--- config.mk ---
export PLATFORM = sky130hd
export DESIGN_NAME = priority_grant_sequencer_flat
export DESIGN_NICKNAME = d
export VERILOG_FILES = /design/src/rtl/priority_grant_sequencer_if.sv /design/src/rtl/priority_grant_sequencer.sv /design/src/flat_wrapper.sv
export SDC_FILE = /design/constraint.sdc
export NUM_CORES = 1
export LEC_CHECK = 0
export CORE_AREA = 2 2 66 68
export CTS_CLUSTER_SIZE = 28
export DETAILED_ROUTE_END_ITERATION = 12
export DIE_AREA = 0 0 68 70
export RECOVER_POWER = 100
export SYNTH_ARGS = -nofsm -noshare
export SYNTH_HDL_FRONTEND = slang
export SYNTH_SLANG_ARGS = --single-unit
--- constraint.sdc ---
create_clock -name clk -period 5.13 [get_ports clk]
set_input_delay 0.513 -clock clk [delete_from_list [all_inputs] [get_ports clk]]
set_output_delay 0.513 -clock clk [all_outputs]
set_load 0.005 [all_outputs]
--- src/rtl/priority_grant_sequencer_if.sv ---
// rtl/priority_grant_sequencer_if.sv - request, encoder and grant handshake bundle
interface priority_grant_sequencer_if #(
   parameter int REQ_WIDTH = 12,
   parameter int IDX_W     = $clog2(REQ_WIDTH)
);
   logic [REQ_WIDTH-1:0] req_set;
   logic [REQ_WIDTH-1:0] pend;
   logic [IDX_W-1:0]     first;
   logic [IDX_W-1:0]     second;
   logic                 gnt_valid;
   logic [IDX_W-1:0]     gnt_idx;
   logic                 gnt_last;
   logic                 gnt_ready;
   logic                 busy;

   // Sequencer side: takes requests and encoder results, offers grants
   modport master (
      input  req_set, first, second, gnt_ready,
      output pend, gnt_valid, gnt_idx, gnt_last, busy
   );

   // Environment side: raises requests, encodes pend, accepts grants
   modport slave (
      output req_set, first, second, gnt_ready,
      input  pend, gnt_valid, gnt_idx, gnt_last, busy
   );
endinterface

--- src/rtl/priority_grant_sequencer.sv ---
// rtl/priority_grant_sequencer.sv - grants the top two pending requests per batch
module priority_grant_sequencer #(
   parameter int REQ_WIDTH = 12,
   parameter int IDX_W     = $clog2(REQ_WIDTH)
) (
   input  logic                          clk,
   input  logic                          reset_n,
   priority_grant_sequencer_if.master    bus
);

   typedef enum logic [1:0] {IDLE, GRANT1, GRANT2} state_t;

   state_t               state_q;
   state_t               state_d;
   logic [REQ_WIDTH-1:0] pend_q;
   logic [REQ_WIDTH-1:0] clr_mask;
   logic [IDX_W-1:0]     idx_a;
   logic [IDX_W-1:0]     idx_b;
   logic                 pair;
   logic                 load;
   logic                 gnt_valid;
   logic [IDX_W-1:0]     gnt_idx;
   logic                 gnt_last;

   assign bus.pend      = pend_q;
   assign bus.gnt_valid = gnt_valid;
   assign bus.gnt_idx   = gnt_idx;
   assign bus.gnt_last  = gnt_last;
   assign bus.busy      = (state_q != IDLE);

   // State register and pending vector; a new request beats a same-cycle clear
   always_ff @(posedge clk or negedge reset_n) begin
      if (!reset_n) begin
         state_q <= IDLE;
         pend_q  <= '0;
      end else begin
         state_q <= state_d;
         pend_q  <= (pend_q & ~clr_mask) | bus.req_set;
      end
   end

   // Batch latch: encoder results are captured only when leaving IDLE
   always_ff @(posedge clk or negedge reset_n) begin
      if (!reset_n) begin
         idx_a <= '0;
         idx_b <= '0;
         pair  <= 1'b0;
      end else if (load) begin
         idx_a <= bus.first;
         idx_b <= bus.second;
         pair  <= |(pend_q & (pend_q - REQ_WIDTH'(1)));
      end
   end

   // Next state, grant outputs and the pend clear mask for accepted grants
   always_comb begin
      state_d   = state_q;
      load      = 1'b0;
      clr_mask  = '0;
      gnt_valid = 1'b0;
      gnt_idx   = '0;
      gnt_last  = 1'b0;
      case (state_q)
         IDLE: begin
            if (pend_q != '0) begin
               load    = 1'b1;
               state_d = GRANT1;
            end
         end
         GRANT1: begin
            gnt_valid = 1'b1;
            gnt_idx   = idx_a;
            gnt_last  = !pair;
            if (bus.gnt_ready) begin
               clr_mask = REQ_WIDTH'(1) << idx_a;
               state_d  = pair ? GRANT2 : IDLE;
            end
         end
         GRANT2: begin
            gnt_valid = 1'b1;
            gnt_idx   = idx_b;
            gnt_last  = 1'b1;
            if (bus.gnt_ready) begin
               clr_mask = REQ_WIDTH'(1) << idx_b;
               state_d  = IDLE;
            end
         end
         default: state_d = IDLE;
      endcase
   end

endmodule
--- src/flat_wrapper.sv ---
// flat-port wrapper written by rule: the top's interface ports become plain ports
module priority_grant_sequencer_flat 
#(
   parameter int REQ_WIDTH = 12,
   parameter int IDX_W     = $clog2(REQ_WIDTH)
)
  (clk, reset_n, bus_req_set, bus_first, bus_second, bus_gnt_ready, bus_pend, bus_gnt_valid, bus_gnt_idx, bus_gnt_last, bus_busy);
  priority_grant_sequencer_if #(.REQ_WIDTH(REQ_WIDTH), .IDX_W(IDX_W)) bus_i ();
  input  logic clk;
  input  logic reset_n;
  input wire logic [$bits(bus_i.req_set)-1:0] bus_req_set;
  input wire logic [$bits(bus_i.first)-1:0] bus_first;
  input wire logic [$bits(bus_i.second)-1:0] bus_second;
  input wire logic [$bits(bus_i.gnt_ready)-1:0] bus_gnt_ready;
  output wire logic [$bits(bus_i.pend)-1:0] bus_pend;
  output wire logic [$bits(bus_i.gnt_valid)-1:0] bus_gnt_valid;
  output wire logic [$bits(bus_i.gnt_idx)-1:0] bus_gnt_idx;
  output wire logic [$bits(bus_i.gnt_last)-1:0] bus_gnt_last;
  output wire logic [$bits(bus_i.busy)-1:0] bus_busy;
  assign bus_i.req_set = bus_req_set;
  assign bus_i.first = bus_first;
  assign bus_i.second = bus_second;
  assign bus_i.gnt_ready = bus_gnt_ready;
  assign bus_pend = bus_i.pend;
  assign bus_gnt_valid = bus_i.gnt_valid;
  assign bus_gnt_idx = bus_i.gnt_idx;
  assign bus_gnt_last = bus_i.gnt_last;
  assign bus_busy = bus_i.busy;
  priority_grant_sequencer #(.REQ_WIDTH(REQ_WIDTH), .IDX_W(IDX_W)) u_core (.clk(clk), .reset_n(reset_n), .bus(bus_i));
endmodule
==> results of run 1 <==
==> cell families (layout without fill, tap and decap cells) <==
family	count (synthesis)	count (layout)
buffers and inverters	8	48
adder cells (fa/ha/maj)	5	5
AO/OA/AOI/OAI	41	41
AND/OR/NAND/NOR	50	50
multiplexers	9	9
flip-flops	23	23
==> sequential cells by signal (all words and copies together) (netlist names) <==
register	flops
u_core.idx_a	4
u_core.pair	1
u_core.state_q	2
u_core.bus.pend	12
u_core.idx_b	4
==> cell usage after synthesis <==
library cell / number / area [µm²]
and2_1: 1 / 6.260
o21a_1: 2 / 15.01
inv_1: 3 / 11.26
a22oi_1: 3 / 22.52
dfrtp_1: 23 / 575.6
a21o_1: 13 / 97.59
a31oi_1: 1 / 6.260
nor3_1: 1 / 5.000
clkbuf_1: 5 / 18.77
nor3_2: 1 / 10.01
o21ai_0: 3 / 15.01
o31ai_4: 1 / 21.27
and3_1: 1 / 6.260
o22ai_1: 10 / 62.56
nand4b_2: 1 / 15.01
mux2i_1: 1 / 10.01
o32ai_1: 2 / 17.52
nand3_1: 2 / 10.01
nand2b_1: 6 / 37.54
a21oi_1: 2 / 10.01
nand4b_1: 1 / 8.760
nor2b_1: 5 / 31.28
nor2_1: 7 / 26.28
or2_2: 3 / 18.77
o32a_1: 1 / 10.01
mux2_2: 8 / 90.09
or3b_2: 1 / 8.760
a211oi_1: 1 / 7.510
nor4_2: 1 / 12.51
nand3b_1: 1 / 7.510
maj3_1: 2 / 20.02
nand2_1: 18 / 67.56
a21boi_0: 2 / 15.01
ha_1: 3 / 37.54
==> stage by stage <==
step	instance area, µm²	total power [mW]
floorplan	1335	0.5306
detailed placement	1792	0.6819
global placement	1792	0.6684
global route	1818	0.8336
CTS	1838	0.7998
finish	1818	0.7726
==> layer usage <==
layer	part of all wire [%]	GRT usage, %	wire (µm)
met5	0	0	0
met4	1.9	6.667	65
met3	3.1	2.254	103
met2	50	26.75	1690
met1	45	17.75	1512
==> how the worst min path moves through the flow <==
| stage | start | cells after the start | slack [ps] | to |
|---|---|---|---|---|
| after floorplan | reset_n | 0 | 220 | u_core.bus.pend[0] |
| after global placement | u_core.bus.pend[3] | 1 | 520 | u_core.bus.pend[3] |
| after detailed placement | u_core.bus.pend[4] | 1 | 510 | u_core.bus.pend[4] |
| after CTS | u_core.bus.pend[4] | 1 | 530 | u_core.bus.pend[4] |
| after global routing | u_core.bus.pend[3] | 1 | 550 | u_core.bus.pend[3] |
| final | u_core.bus.pend[3] | 1 | 530 | u_core.bus.pend[3] |
==> worst register-to-register path, cell delays in order (launching register included) <==
cell and delay, ps:
dfrtp_1 430, nor4_1 530, nand4b_2 200, o31ai_1 1150, mux2_2 440
==> cell type report <==
type                    instances  share of cell area [%]
clock inverters                 1                  0.2753
repair buffers                 41                   22.57
multi-input cells             105                   39.02
flip-flops and latches         23                   31.66
well taps                      52                   3.579
clock buffers                   3                   2.271
inverters                       3                  0.6194
==> power breakdown <==
part / internal, mW / switching, mW / leakage (nW)
combinational: 0.196 / 0.170 / 0.347
clock: 0.0544 / 0.0638 / 0.0255
sequential: 0.228 / 0.0605 / 0.232
==> out/qor.txt, run 1 <==
status: complete, no violations
nets: 203
maximum clock path buffer count: 2
P_leak: 0.6045 nW
Cell Rows: 24
Crit. Startpoint: u_core.bus.pend[8]
post-route clock period utilization: 55.83%
total negative setup slack: 0 ps
unrepaired setup endpoints after global routing: no
CP arrival: 3020 ps
normalized max-slew margin: 3.551%
number of synthesized register bits: 23
Worst Reg2Reg Path Length in Cells: 4
slowest stage delay, CP: 1150 ps
clock sinks: 23
DRT Wirelength: 3371 µm
Avg WL per Cell: 14.79 µm
Final Max Tran Viols: 0
I/O pins: 42
Final Worst Setup Slack: 2266 ps
Starting Density: 32.22%
Tot GR Track Use: 15.23%
Worst EP required: 5290 ps
reg2reg start: u_core.bus.pend[8]
number of port buffers: 41
main combinational cell family by area after synthesis: compound AO/OA/AOI/OAI gates
Min-Delay Path Class: reg -> reg
grt ovf: 0
sequential share of the synthesized area: 43.11%
commonest non-fill, non-tap cell in the layout: dfrtp_1
multi-input logic area: 709.4 µm²
first drt pass iteration count: 4
Least-Margin Pin Slew: 1434 ps
XOR/XNOR Fraction of Synth Area: 0%
fillers: 406
Synth Area in Compound Gates: 22.49%
First DRT Iteration DRCs: 49
final setup fails: 0
post-detail-place hpwl: 2593 µm
Hold Buf Count CTS: 0
Setup CP Type: reg -> reg
Critical Path End Type: register
root buf cell: clkbuf_8
Tmin final: 2864 ps
Layout area overhead: 36.18%
share of cells above drive strength 1: 10.23%
DP Worst Slack: 2956 ps
CP Buf/Inv Count: 0
final hold vios: 0
crit-path cells: nor4_1 > nand4b_2 > o31ai_1 > mux2_2
stages on the worst setup path: 4
fmax: 0.3491 GHz
Detail Route Antenna Nets: 0
die width: 68 µm
most frequent cells in the layout: dfrtp_1 (23), clkdlybuf4s50_1 (21), dlygate4sd3_1 (20)
Worst Setup EP: u_core.idx_a[0]
initial antenna violation count: 0
clk slew on worst S/H paths: 90 ps
simple-gate share of the synthesized area: 20.34%
slowest CP cell: o31ai_1
CP top delay family: compound AO/OA/AOI/OAI gates
Ys Warns: 0
Remaining DRCs: 0
max-cap violations: 0
die height: 70 µm
FF/Latch Area: 575.6 µm²
peak supply drop: 0.1474 mV
Placed Cells: 224
fraction of the mapped netlist area in adder cells: 4.311%
Vias: 1178
Cell variety after synth: 34
RePlAce Congestion: 0.8105
r2r setup slk: 2270 ps
core area: 0.004144 mm²
# resized after CTS: 0
syn nets: 162
syn avg cell area: 9.816 µm²
ANT cells: 0
cts bufs inserted: 3
full die area: 0.004760 mm²
fin cells: 228
vias per cell: 5.167
Finished Core Util: 43.87%
reg2reg end: u_core.idx_a[0]
Netlist Area Pre-Place: 0.001335 mm²
largest net degree at the start of global routing: 24
first-pass GRT wire length: 5457 µm
vias in the first global route: 1221
clk_lat worst skew: 280 ps
Post-Synthesis Cells: 136
Setup Buffers After CTS: 0
skew final: 10.94 ps
H-tree levels: 1
post-synthesis mux area share: 7.498%
Hold Slack: 527.4 ps
TritonCTS clock tree: built
CP startpoint kind: register
power density cells: 425.0 mW/mm²
maximum fanout along the worst path: 10
Power figures use the tool's default switching activity.
==> run 2: changes to the inputs <==
Clock period 5.13 ns to 2.4 ns, I/O delays scaled along.
==> run 2 against run 1 <==
Global-route usage shrank 0.30 points. Setup slack lost 2100 ps. Sequential share of layout area shrank 0.28 points. Final area grew 0.89%. Final cell count grew 0.44%. First-iteration DRC count shrank 8.2%. Non-clock buffer count grew 1. Clock skew shrank 9.0 ps. Register-to-register slack lost 2000 ps. Critical endpoint is now bus_gnt_idx[1]. Largest cell class unchanged. Largest power group unchanged.
==> out/qor.txt, run 2 (synthesized netlist as in run 1, its figures left out) <==
M1 wire length: 1473 µm (-2.6%)
peak supply drop: 0.2551 mV (+73%)
CP top delay family: buffers and inverters
Critical Path End Type: primary output
largest net degree at the start of global routing: 24 (unchanged)
clock sinks: 23 (unchanged)
Remaining DRCs: 0 (unchanged)
Tmin final: 2188 ps
max reg flops: 12 (unchanged)
slowest CP cell: clkdlybuf4s50_1
Detail Route Antenna Nets: 0 (unchanged)
status: complete, no violations
P_leak: 0.6020 nW (-0.41%)
vias in the first global route: 1215 (-0.49%)
slowest stage delay, CP: 530 ps (-620 ps)
Placed Cells: 225 (+0.45%)
DP Worst Slack: 346.1 ps (-2610 ps)
CP Buf/Inv Count: 2 (+2)
Vias: 1193 (+1.3%)
final setup fails: 0 (unchanged)
vias per cell: 5.210 (+0.83%)
Final Worst Setup Slack: 211.7 ps (-2054 ps)
max-cap violations: 0 (unchanged)
TritonCTS clock tree: built
crit-path cells: inv_1 > ha_1 > a21boi_0 > clkdlybuf4s50_1
Hold Buf Count CTS: 0 (unchanged)
# resized after CTS: 0 (unchanged)
die width: 68 µm (unchanged)
number of port buffers: 41 (unchanged)
Top Metal Used: met4
share of cells above drive strength 1: 10.17% (-0.058 points)
clk_lat worst skew: 260 ps (-20 ps)
nets: 204 (+0.49%)
power density cells: 906.3 mW/mm² (+110%)
clk slew on worst S/H paths: 80 ps (about the same)
First DRT Iteration DRCs: 45 (-8.2%)
initial antenna violation count: 0 (unchanged)
Setup CP Type: reg -> out
maximum fanout along the worst path: 11 (+1)
Worst EP required: 2160 ps (-3130 ps)
grt ovf: 0 (unchanged)
Avg WL per Cell: 14.82 µm (+0.24%)
DRT Wirelength: 3394 µm (+0.68%)
met2 wire length: 1735 µm (+2.7%)
Finished Core Util: 44.26% (+0.39 points)
full die area: 0.004760 mm² (unchanged)
die height: 70 µm (unchanged)
Met3 Wirelength: 155 µm (+50%)
skew final: 1.985 ps (-8.959 ps)
ANT cells: 0 (unchanged)
maximum clock path buffer count: 2 (unchanged)
unrepaired setup endpoints after global routing: no
fin cells: 229 (+0.44%)
first-pass GRT wire length: 5464 µm (+0.13%)
post-route clock period utilization: 91.18%
RePlAce Congestion: 0.7817 (-3.6%)
Least-Margin Pin Slew: 1308 ps (-126.4 ps)
total negative setup slack: 0 ps (unchanged)
root buf cell: clkbuf_8
CP startpoint kind: register
core area: 0.004144 mm² (unchanged)
H-tree levels: 1 (unchanged)
Tot GR Track Use: 14.93% (-0.30 points)
Min-Delay Path Class: reg -> reg
post-detail-place hpwl: 2563 µm (-1.2%)
final hold vios: 0 (unchanged)
first drt pass iteration count: 4 (unchanged)
Starting Density: 32.22% (unchanged)
Setup Buffers After CTS: 0 (unchanged)
CP arrival: 1950 ps (-1070 ps)
commonest non-fill, non-tap cell in the layout: dfrtp_1
normalized max-slew margin: 12.80% (+9.2 points)
fmax: 0.4570 GHz
Layout area overhead: 37.39%
cts bufs inserted: 3 (unchanged)
I/O pins: 42 (unchanged)
most frequent cells in the layout: dfrtp_1 (23), clkdlybuf4s50_1 (22), dlygate4sd3_1 (19)
Cell Rows: 24 (unchanged)
Final Max Tran Viols: 0 (unchanged)
run 2: cell types whose count changed in the layout (fill, tap and decap cells not counted), sizes merged:
cell,before,now
clkbuf,3,5
clkdlybuf4s50,21,22
clkinv,1,0
dlygate4sd3,20,19
run 2: cell type report:
class                      instances  area (µm²)
sequential                        23       575.6
multi-input combinational        105       723.2
timing repair buffer              42       414.1
fill                             400        2310
inverter                           3       11.26
tap                               52       65.06
clock buffer                       4       45.04
run 2: layer usage:
metal | vias to the layer above | global-route usage, %
met2 | 39 | 25.57
li1 | 579 | -
met4 | 0 | 4.667
met3 | 2 | 1.610
met5 | - | 0
met1 | 573 | 19.28
run 2: power breakdown:
part           internal (mW)  switching (mW)  leakage, nW
Combinational          0.430           0.374        0.347
Clock                  0.118           0.117       0.0228
Sequential             0.486           0.136        0.232
run 2: through the flow:
step                cell area [µm²]  power (mW)  hold WS, ps
finish                         1834       1.662        532.4
global route                   1834       1.789        535.8
detailed placement             1799       1.463        516.1
CTS                            1844       1.702        349.2
floorplan                      1335       1.134       -55.59
global placement               1799       1.435        519.7
run 2: worst paths after layout:
check / from / to / slack, ps / cells after the start
setup / recovery: u_core.state_q[0] / bus_gnt_idx[1] / 210 / 4
hold / removal: u_core.bus.pend[3] / u_core.bus.pend[3] / 530 / 1
setup reg to reg: u_core.bus.pend[8] / u_core.idx_b[0] / 270 / 4
hold reg to reg: u_core.bus.pend[3] / u_core.bus.pend[3] / 530 / 1
max in group asynchronous: reset_n / u_core.idx_b[3] / 840 / 2
min in group asynchronous: reset_n / u_core.idx_a[3] / 790 / 2
==> run 3: changes to the inputs <==
Settings changed: CTS_BUF_LIST set to sky130_fd_sc_hd__clkbuf_16.
==> run 3 against run 2 <==
Sequential share of layout area down 0.57 points. Sequential power about the same. Final cell count unchanged. Core utilization up 0.82 points. Setup slack better by 2.8 ps. Wire length down 0.12%. Sequential cell count unchanged. Combinational power about the same. Total power up 6.8%. Highest routed layer unchanged.
==> out/qor.txt, run 3 (synthesized netlist as in run 1, its figures left out) <==
root buf cell: clkbuf_16
Starting Density: 32.22% (unchanged)
total negative setup slack: 0 ps (unchanged)
Tot GR Track Use: 15.19% (+0.26 points)
CP startpoint kind: register
final hold vios: 0 (unchanged)
Hold Buf Count CTS: 0 (unchanged)
vias per cell: 5.201 (-0.17%)
initial antenna violation count: 0 (unchanged)
P_leak: 0.6215 nW (+3.2%)
GR Layer Usage met1: 19.48% (+0.21 points)
Hold Slack: 527.4 ps (-5.060 ps)
max-cap violations: 0 (unchanged)
met3 global-route usage: 2.093% (+0.48 points)
busiest grt layer: met2
post-route clock period utilization: 91.06% (-0.12 points)
fin cells: 229 (unchanged)
normalized max-slew margin: 13.34% (+0.55 points)
Placed Cells: 225 (unchanged)
Remaining DRCs: 0 (unchanged)
H-tree levels: 1 (unchanged)
first drt pass iteration count: 4 (unchanged)
clock sinks: 23 (unchanged)
Cell Rows: 24 (unchanged)
Setup Buffers After CTS: 0 (unchanged)
share of cells above drive strength 1: 10.17% (unchanged)
clk_lat worst skew: 250 ps (about the same)
First DRT Iteration DRCs: 64 (+42%)
Tmin final: 2186 ps (-2.761 ps)
ANT cells: 0 (unchanged)
final instance area: 0.001868 mm² (+1.8%)
Detail Route Antenna Nets: 0 (unchanged)
die height: 70 µm (unchanged)
RePlAce Congestion: 0.7817 (unchanged)
most frequent cells in the layout: dfrtp_1 (23), clkdlybuf4s50_1 (22), dlygate4sd3_1 (19)
grt ovf: 0 (unchanged)
I/O pins: 42 (unchanged)
Layout area overhead: 39.92%
Min-Delay Path Class: reg -> reg
nets: 204 (unchanged)
status: complete, no violations
final setup fails: 0 (unchanged)
power density cells: 950.5 mW/mm² (+4.9%)
GR Util met2: 25.57% (unchanged)
die width: 68 µm (unchanged)
Pwr Total: 1.776 mW (+6.8%)
clk slew on worst S/H paths: 60 ps (-20 ps)
CP arrival: 1950 ps (about the same)
maximum clock path buffer count: 2 (unchanged)
vias in the first global route: 1225 (+0.82%)
core area: 0.004144 mm² (unchanged)
Avg WL per Cell: 14.80 µm (-0.12%)
first-pass GRT wire length: 5561 µm (+1.8%)
Worst EP required: 2160 ps (about the same)
cts bufs inserted: 3 (unchanged)
# resized after CTS: 0 (unchanged)
largest net degree at the start of global routing: 24 (unchanged)
Final Max Tran Viols: 0 (unchanged)
fillers: 394 (-1.5%)
post-detail-place hpwl: 2563 µm (unchanged)
skew final: 1.562 ps (-0.4231 ps)
Final Worst Setup Slack: 214.5 ps (+2.761 ps)
maximum fanout along the worst path: 11 (unchanged)
number of port buffers: 41 (unchanged)
TritonCTS clock tree: built
full die area: 0.004760 mm² (unchanged)
DRT Wirelength: 3390 µm (-0.12%)
peak supply drop: 0.2726 mV (+6.9%)
Finished Core Util: 45.08% (+0.82 points)
DP Worst Slack: 346.1 ps (unchanged)
fmax: 0.4576 GHz (+0.13%)
commonest non-fill, non-tap cell in the layout: dfrtp_1
Setup CP Type: reg -> out
max reg flops: 12 (unchanged)
Vias: 1191 (-0.17%)
Least-Margin Pin Slew: 1300 ps (-8.200 ps)
unrepaired setup endpoints after global routing: no
Critical Path End Type: primary output
Placed Area: 0.001799 mm² (unchanged)
==> run 3: changes by cell type in the layout (fill, tap and decap cells not counted), sizes merged <==
cell	before	now
clkbuf	5	4
inv	3	4
==> run 3: power by group <==
group	leakage [nW]	switching, mW	total [mW]	internal [mW]
sequential	0.232	0.131	0.619	0.487
combinational	0.347	0.377	0.807	0.430
clock	0.0423	0.127	0.349	0.222
==> run 3: final cells by class <==
cell class	instances	area, µm²	area share [%]
Clock buffer	3	75.07	4.019
Timing Repair Buffer	42	414.1	22.17
Multi-Input combinational cell	105	723.2	38.71
Sequential cell	23	575.6	30.81
Tap cell	52	65.06	3.483
Inverter	3	11.26	0.6028
Clock inverter	1	3.754	0.2009
==> run 3: per-layer routing <==
layer  up-vias  routed length, µm
met1       576               1490
met3         7                126
met4         0                 67
met2        29               1705
li1        579                  -
met5         -                  0
==> run 3: final timing paths <==
check	slack (ps)	start	end	cells after the start
setup / recovery	210	u_core.state_q[0]	bus_gnt_idx[1]	4
hold / removal	530	u_core.bus.pend[3]	u_core.bus.pend[3]	1
setup reg to reg	280	u_core.bus.pend[8]	u_core.idx_b[0]	4
hold reg to reg	530	u_core.bus.pend[3]	u_core.bus.pend[3]	1
max in group asynchronous	840	reset_n	u_core.idx_a[1]	2
min in group asynchronous	800	reset_n	u_core.idx_a[3]	2
==> run 3: worst max-delay path, cell delays in order (launching register included) <==
cell	delay, ps
dfrtp_1	360
inv_1	80
ha_1	470
a21boi_0	250
clkdlybuf4s50_1	530
